$ cat src/rtl/key_pulse_gen_if.sv
// Key conditioner bus: raw active-low buttons in, debounced levels and
// one-cycle active-low press pulses out.
interface key_pulse_gen_if #(
  parameter int NUM_KEYS = 3
);
  logic [NUM_KEYS-1:0] key_in_n;
  logic [NUM_KEYS-1:0] key_pulse_n;
  logic [NUM_KEYS-1:0] key_level;

  modport master (
    output key_in_n,
    input  key_pulse_n,
    input  key_level
  );

  modport slave (
    input  key_in_n,
    output key_pulse_n,
    output key_level
  );
endinterface

$ cat src/rtl/key_pulse_gen.sv
// Per-key synchroniser, debouncer and press-pulse generator with optional
// auto-repeat while an adjust key is held.
module key_pulse_gen #(
  parameter int unsigned         NUM_KEYS     = 3,
  parameter int unsigned         DEBOUNCE_CYC = 1_000_000,
  parameter int unsigned         REPEAT_DLY   = 25_000_000,
  parameter int unsigned         REPEAT_PER   = 5_000_000,
  parameter logic [NUM_KEYS-1:0] REPEAT_EN    = 3'b110
) (
  input  logic          clk,
  input  logic          rst,
  key_pulse_gen_if.slave kp
);

  localparam int unsigned RPT_MAX = (REPEAT_DLY > REPEAT_PER) ? REPEAT_DLY : REPEAT_PER;
  localparam int unsigned RC_W    = $clog2(RPT_MAX);
  localparam int unsigned DC_W    = $clog2(DEBOUNCE_CYC + 1);

  typedef enum logic [1:0] {
    IDLE = 2'd0,
    HOLD = 2'd1,
    RPT  = 2'd2
  } rpt_state_e;

  logic [NUM_KEYS-1:0] pulse_n_vec;
  logic [NUM_KEYS-1:0] level_vec;

  genvar gi;
  generate
    for (gi = 0; gi < NUM_KEYS; gi++) begin : g_key
      localparam logic RPT_ON = REPEAT_EN[gi];

      logic            s1_q;
      logic            s2_q;
      logic            st_q;
      logic            pulse_n_q;
      logic [DC_W-1:0] dc_q;
      logic [RC_W-1:0] rc_q;
      rpt_state_e      state_q;

      logic s_pressed;
      logic dc_done;
      logic press_ev;
      logic release_ev;

      // The accepted level flips on the same edge that emits the press pulse.
      assign s_pressed  = ~s2_q;
      assign dc_done    = (s_pressed != st_q) && (dc_q == DC_W'(DEBOUNCE_CYC - 1));
      assign press_ev   = dc_done && !st_q;
      assign release_ev = dc_done && st_q;

      always_ff @(posedge clk or posedge rst) begin
        if (rst) begin
          s1_q      <= 1'b1;
          s2_q      <= 1'b1;
          st_q      <= 1'b0;
          pulse_n_q <= 1'b1;
          dc_q      <= '0;
          rc_q      <= '0;
          state_q   <= IDLE;
        end else begin
          s1_q      <= kp.key_in_n[gi];
          s2_q      <= s1_q;
          pulse_n_q <= 1'b1;

          if (s_pressed == st_q) begin
            dc_q <= '0;
          end else if (dc_done) begin
            st_q <= ~st_q;
            dc_q <= '0;
          end else begin
            dc_q <= dc_q + DC_W'(1);
          end

          if (press_ev) begin
            pulse_n_q <= 1'b0;
          end

          // Release wins over a repeat pulse falling due on the same edge.
          case (state_q)
            IDLE: begin
              if (press_ev && RPT_ON) begin
                state_q <= HOLD;
                rc_q    <= '0;
              end
            end
            HOLD: begin
              if (release_ev) begin
                state_q <= IDLE;
                rc_q    <= '0;
              end else if (rc_q == RC_W'(REPEAT_DLY - 1)) begin
                pulse_n_q <= 1'b0;
                rc_q      <= '0;
                state_q   <= RPT;
              end else begin
                rc_q <= rc_q + RC_W'(1);
              end
            end
            RPT: begin
              if (release_ev) begin
                state_q <= IDLE;
                rc_q    <= '0;
              end else if (rc_q == RC_W'(REPEAT_PER - 1)) begin
                pulse_n_q <= 1'b0;
                rc_q      <= '0;
              end else begin
                rc_q <= rc_q + RC_W'(1);
              end
            end
            default: begin
              state_q <= IDLE;
              rc_q    <= '0;
            end
          endcase
        end
      end

      assign pulse_n_vec[gi] = pulse_n_q;
      assign level_vec[gi]   = st_q;
    end
  endgenerate

  assign kp.key_pulse_n = pulse_n_vec;
  assign kp.key_level   = level_vec;

endmodule

$ cat src/flat_wrapper.sv
// flat-port wrapper written by rule: the top's interface ports become plain ports
module key_pulse_gen_flat 
#(
  parameter int unsigned         NUM_KEYS     = 3,
  parameter int unsigned         DEBOUNCE_CYC = 1_000_000,
  parameter int unsigned         REPEAT_DLY   = 25_000_000,
  parameter int unsigned         REPEAT_PER   = 5_000_000,
  parameter logic [NUM_KEYS-1:0] REPEAT_EN    = 3'b110
)
  (clk, rst, kp_key_in_n, kp_key_pulse_n, kp_key_level);
  key_pulse_gen_if #(.NUM_KEYS(NUM_KEYS)) kp_i ();
  input  logic clk;
  input  logic rst;
  input wire logic [$bits(kp_i.key_in_n)-1:0] kp_key_in_n;
  output wire logic [$bits(kp_i.key_pulse_n)-1:0] kp_key_pulse_n;
  output wire logic [$bits(kp_i.key_level)-1:0] kp_key_level;
  assign kp_i.key_in_n = kp_key_in_n;
  assign kp_key_pulse_n = kp_i.key_pulse_n;
  assign kp_key_level = kp_i.key_level;
  key_pulse_gen #(.NUM_KEYS(NUM_KEYS), .DEBOUNCE_CYC(DEBOUNCE_CYC), .REPEAT_DLY(REPEAT_DLY), .REPEAT_PER(REPEAT_PER), .REPEAT_EN(REPEAT_EN)) u_core (.clk(clk), .rst(rst), .kp(kp_i));
endmodule
$ cat config.mk
export PLATFORM = sky130hd
export DESIGN_NAME = key_pulse_gen_flat
export DESIGN_NICKNAME = d
export VERILOG_FILES = /design/src/rtl/key_pulse_gen_if.sv /design/src/rtl/key_pulse_gen.sv /design/src/flat_wrapper.sv
export SDC_FILE = /design/constraint.sdc
export NUM_CORES = 1
export LEC_CHECK = 0
export ABC_CLOCK_PERIOD_IN_PS = 6600
export BUFFER_PORTS_ARGS = -buffer_cell sky130_fd_sc_hd__buf_2
export CAP_MARGIN = 20
export CORE_MARGIN = 5
export CORE_UTILIZATION = 40
export DETAILED_ROUTE_END_ITERATION = 8
export SYNTH_ARGS = -nofsm -noshare
export SYNTH_HDL_FRONTEND = slang
export SYNTH_SLANG_ARGS = --single-unit
$ cat constraint.sdc
create_clock -name clk -period 6.6 [get_ports clk]
set_clock_uncertainty 0.2 [all_clocks]
set_input_delay 1.98 -clock clk [delete_from_list [all_inputs] [get_ports clk]]
set_output_delay 1.98 -clock clk [all_outputs]
set_load 0.05 [all_outputs]
======== Yosys cells after proc, flatten, opt, wreduce, memory -nomap -nowiden ========
Index checks and enable logic that the tools add are counted.
word-level totals
  logic and storage cells ................. 142
  input port bits ......................... 5
  output and inout bits ................... 6
  flip-flop bits (word level) ............. 153
cells by class
  reduce and logical (&&, ||, !) cells .... 21
  equality and inequality tests ........... 29
  muxes and demuxes ....................... 55
  bitwise gates (word level) .............. 10
  $add $sub $neg .......................... 6
operators with widths
  cell                                                                      number
  25-bit two-way mux                                                        14
  25-bit case mux with 3 select lines                                       3
  20-bit two-way mux                                                        6
  25-bit by 1-bit adder with 25-bit output (second input constant)          3
  25-bit by 23-bit equality test with 1-bit output (second input constant)  3
  25-bit equality test (second input constant)                              3
  20-bit by 1-bit adder with 20-bit output (second input constant)          3
  20-bit equality test (second input constant)                              3
  2-bit two-way mux                                                         11
  2-bit case mux with 3 select lines                                        3
  1-bit two-way mux                                                         15
  2-bit by 1-bit inequality test with 1-bit output (second input constant)  5
  1-bit NOT                                                                 10
  1-bit logical AND                                                         9
  3-bit by 1-bit inequality test with 1-bit output (second input constant)  3
  3-bit AND reduction                                                       3
  2-bit by 1-bit equality test with 1-bit output (second input constant)    3
  2-bit equality test (second input constant)                               3
  2-bit zero test                                                           3
  1-bit case mux with 2 select lines                                        3
  2-bit AND reduction                                                       3
  1-bit equality test                                                       3
  1-bit zero test                                                           3
  1-bit inequality test                                                     3

======== Depth between registers and ports, before layout ========
  depth after elaboration ................. 8
  mapped depth ............................ 9
  depth with buffers taken out ............ 7

======== Least setup slack after synthesis ========
OpenSTA, ideal clock, no wires.
  path type ............................... register to output
  from .................................... reg u_core.g_key[0].pulse_n_q
  to ...................................... out kp_key_pulse_n[0]
  data required time ...................... 4.420 ns
  path buffers ............................ 1
  data arrival time ....................... 0.672 ns
  slack ................................... 3.748 ns
  stages on the path, launching flop included .. 2
  path through ............................ dfstp_2 -> buf_4
RTL lines
  element                 line                 RTL
  start, declared         key_pulse_gen.sv:36  logic pulse_n_q;
  start signal, assigned  key_pulse_gen.sv:57  pulse_n_q <= 1'b1;
  start signal, assigned  key_pulse_gen.sv:64  pulse_n_q <= 1'b1;
  start signal, assigned  key_pulse_gen.sv:76  pulse_n_q <= 1'b0;
  end, declared           flat_wrapper.sv:15   output wire logic [$bits(kp_i.key_pulse_n)-1:0] kp_key_pulse_n;
No word-level cell between the ends.

======== Worst setup path after layout ========
  from .................................... reg u_core.g_key[2].dc_q[0]
  to ...................................... reg u_core.g_key[2].rc_q[23]
on the way
  word-level cells in the longest chain between the ends .. 5
  elaborated cells on any way between the ends .. 8
  classes of those cells .................. 2 x eq/ne; 3 x mux; 3 x reduce/logical
RTL lines
  element                                line                                       RTL
  start, declared                        key_pulse_gen.sv:37                        logic [DC_W-1:0] dc_q;
  start signal, assigned                 key_pulse_gen.sv:72                        dc_q <= dc_q + DC_W'(1);
  20-bit equality test *                 key_pulse_gen.sv:48                        assign dc_done = (s_pressed != st_q) && (dc_q == DC_W'(DEBOUNCE_CYC - 1));
  1-bit logical AND *                    key_pulse_gen.sv:48
  1-bit logical AND                      key_pulse_gen.sv:50                        assign release_ev = dc_done && st_q;
  25-bit two-way mux (on tied branches)  key_pulse_gen.sv:100, key_pulse_gen.sv:88
  25-bit case mux with 3 select lines    key_pulse_gen.sv:80                        case (state_q)
  end signal, assigned                   key_pulse_gen.sv:96                        rc_q <= rc_q + RC_W'(1);
  end signal, assigned                   key_pulse_gen.sv:107                       rc_q <= rc_q + RC_W'(1);
  end, declared                          key_pulse_gen.sv:38                        logic [RC_W-1:0] rc_q;
Every way passes the cells marked *; elsewhere a longest branch is shown, timed or not.
A chain may end at the register's enable or synchronous reset.

==> metrics.txt <==
status complete, no violations; most used cell, CP nand3_1; Tmin final 3.55 ns; setup_tns 0 ns; Placer Congestion 0.825; htree depth 4; WP data required 6.74 ns; flops & latches, synth 126; hold crit path type reg2reg; crit path DAT 3.69 ns; DR iter-0 viols 353; Vias/cell 5.58; Seq/Total Area, Yosys 47.3%; CP max stage delay 0.81 ns; Hold Buf Count CTS 0; Final Hold Viols 0; # IOs 11; post-CTS setup buffer count 0; setup ws final 3.05 ns; global route total overflow 0; first-pass GRT wire length 24.6 mm; Root Buffer clkbuf_16; post_cts resized 0; number of enable flip-flop cells after synthesis 0; M3 GR Usage 3.40%; drt first pass iters 5; critical path cell sequence ha_1 -> nand3_1 -> nand4bb_1 -> o41a_1 -> a211o_1 -> or4_1 -> nand3_1; largest net degree at the start of global routing 77; TritonCTS Buffers 17; CP max FO 26; FF-to-FF Start u_core.g_key[2].dc_q[0]; R2R cell count 7; most frequent cells in the layout dfrtp_1, nor2_1, nand2_1, nand3_1, xor2_1; Least-Margin Pin Slew 1.03 ns; IO buf count 10; TritonCTS clock tree done; Layout area overhead 11.4%; Critical path origin u_core.g_key[2].dc_q[0]; vias in the first global route 5150; HPWL Detailed 9.54 mm; asr flop ratio synth 100%; RSZ-0062 raised after global routing false; Netlist cell types 62; f_max 282 MHz; DRT antenna net count 0; Post-Syn Instances 714; YS warnings 0; most common cell after layout, fill and taps aside dfrtp_1; VDD IR max 0.000196 V; min-delay src u_core.g_key[2].s1_q; CTS Sinks 126; Slowest-stage cell, CP o41a_1; final period utilization 53.7%; routed wire length 14.2 mm; share of the synthesized area in the top cell type 43.8%; CP Launch Type register; WP depth 7; Die Ht 139 um; share of post-route cells with drive strength above 1 9.44%; CP Class reg2reg; Antenna Diode Count 0; Total Routing Usage GR 15.0%; pwr/cell area 226 nW/um^2; Synth Cell Area 6690 um^2; fin. max-slew vios 0; Post-synth top flop dfrtp_1; met2 Use GR 25.0%; WP buf/inv 0; Syn Nets 730; antenna violations before repair 0; Worst setup EP type register; Final nets 734; family with the most delay on the worst path compound AO/OA/AOI/OAI gates; clk buf depth 2; syn_area_per_cell 9.37 um^2; die area 19400 um^2; Row Count 47; GR Layer Usage met1 19.3%; Worst-path clk slew 0.05 ns; worst skew pair latency 0.41 ns; grt peak-use layer met2; wire per inst 15.0 um; Die X-Extent 139 um; Core Box Area 16500 um^2; Max Cap Viol 0; Worst slew margin 31.4%; drc violations 0; Initial Utilization 40.5%; dpl ws 2.85 ns; Final setup viols 0; leakage 3.03 nW; routed vias 5308; top post-synthesis cells by area dfrtp_1, nand3_1, nor2_1; Hold Crit Depth 0; Yosys top cell by area dfrtp_1
Yosys cell counts (3+ instances only):
cell      count
dfrtp_1     117
nand2b_1      4
or3_1        13
nor4_1       13
a31oi_1      10
buf_2         4
xnor2_1      23
nand4_1      26
nand2_1      76
or4_1         7
clkbuf_1     15
a21o_1        4
o311ai_0      6
nor4b_1       4
buf_6         3
xor2_1       32
or2_2         8
o31ai_1      13
o21ai_0      24
dfstp_2       9
buf_4         7
nand3_1      67
o311ai_1      8
o211ai_1      3
nor2_1       80
a21oi_1       9
and3_1       19
and2_1       10
ha_1         11
a22o_1       11
inv_1        17
and4_1        7
nor3_1       15
sequential cells by signal, indices dropped and copies added, names as in the netlist:
signal	cells
u_core.g_key.s2_q	3
u_core.g_key.rc_q	50
u_core.g_key.state_q	4
u_core.g_key.pulse_n_q	3
u_core.g_key.st_q	3
u_core.g_key.s1_q	3
u_core.g_key.dc_q	60
final timing paths:
check / end / slack (ns)
min in group asynchronous: u_core.g_key[2].rc_q[8] / 1.29
worst min register to register: u_core.g_key[2].s2_q / 0.15
worst min-delay path: u_core.g_key[2].s2_q / 0.15
worst max register to register: u_core.g_key[2].rc_q[23] / 3.05
max in group asynchronous: u_core.g_key[2].rc_q[5] / 3.61
worst max-delay path: u_core.g_key[2].rc_q[23] / 3.05
where the power goes:
part	leakage, nW	switching [mW]	internal [mW]
registers	1.72	0.00597	0.781
logic	1.04	0.0253	0.00816
clock network	0.261	0.328	0.535
layer usage:
| layer | wire, um | share of wire [%] |
|---|---|---|
| met5 | 0 | 0 |
| met4 | 219 | 1.5 |
| met3 | 464 | 3.3 |
| met2 | 6910 | 49 |
| met1 | 6630 | 47 |
cells by family (layout without fill, tap and decap cells):
family | Yosys count | count (layout) | share of synthesized area [%]
simple gates | 368 | 368 | 28.5
flops | 126 | 126 | 47.3
compound gates | 108 | 108 | 11.5
xor+xnor | 55 | 55 | 7.20
buf+inv | 46 | 63 | 3.38
fa+ha+maj | 11 | 11 | 2.06
stage by stage:
stage	total power, mW	instance area (um^2)	util [%]	cells	hold slack [ns]
floorplan	0.822	6690	-	714	0.145
global placement	0.831	6870	41.6	917	0.147
finish	1.68	7450	45.1	951	0.155
CTS	1.70	7410	44.8	949	0.155
detailed placement	0.833	6870	41.6	917	0.147
global route	1.75	7450	45.1	951	0.156
final cells by class:
cell class | instances | area (um^2)
timing repair buffer | 14 | 104
multi-input combinational | 542 | 3300
fill | 1574 | 9070
clock buffer | 25 | 475
sequential | 126 | 3160
inverter | 17 | 66.3
clock inverter | 7 | 65.1
tap | 220 | 275
worst register-to-register path, stage by stage (launching register included):
cell       delay (ns)
dfrtp_1          0.40
ha_1             0.20
nand3_1          0.16
nand4bb_1        0.36
o41a_1           0.81
a211o_1          0.65
or4_1            0.60
nand3_1          0.10
(Power assumes the default switching activity.)
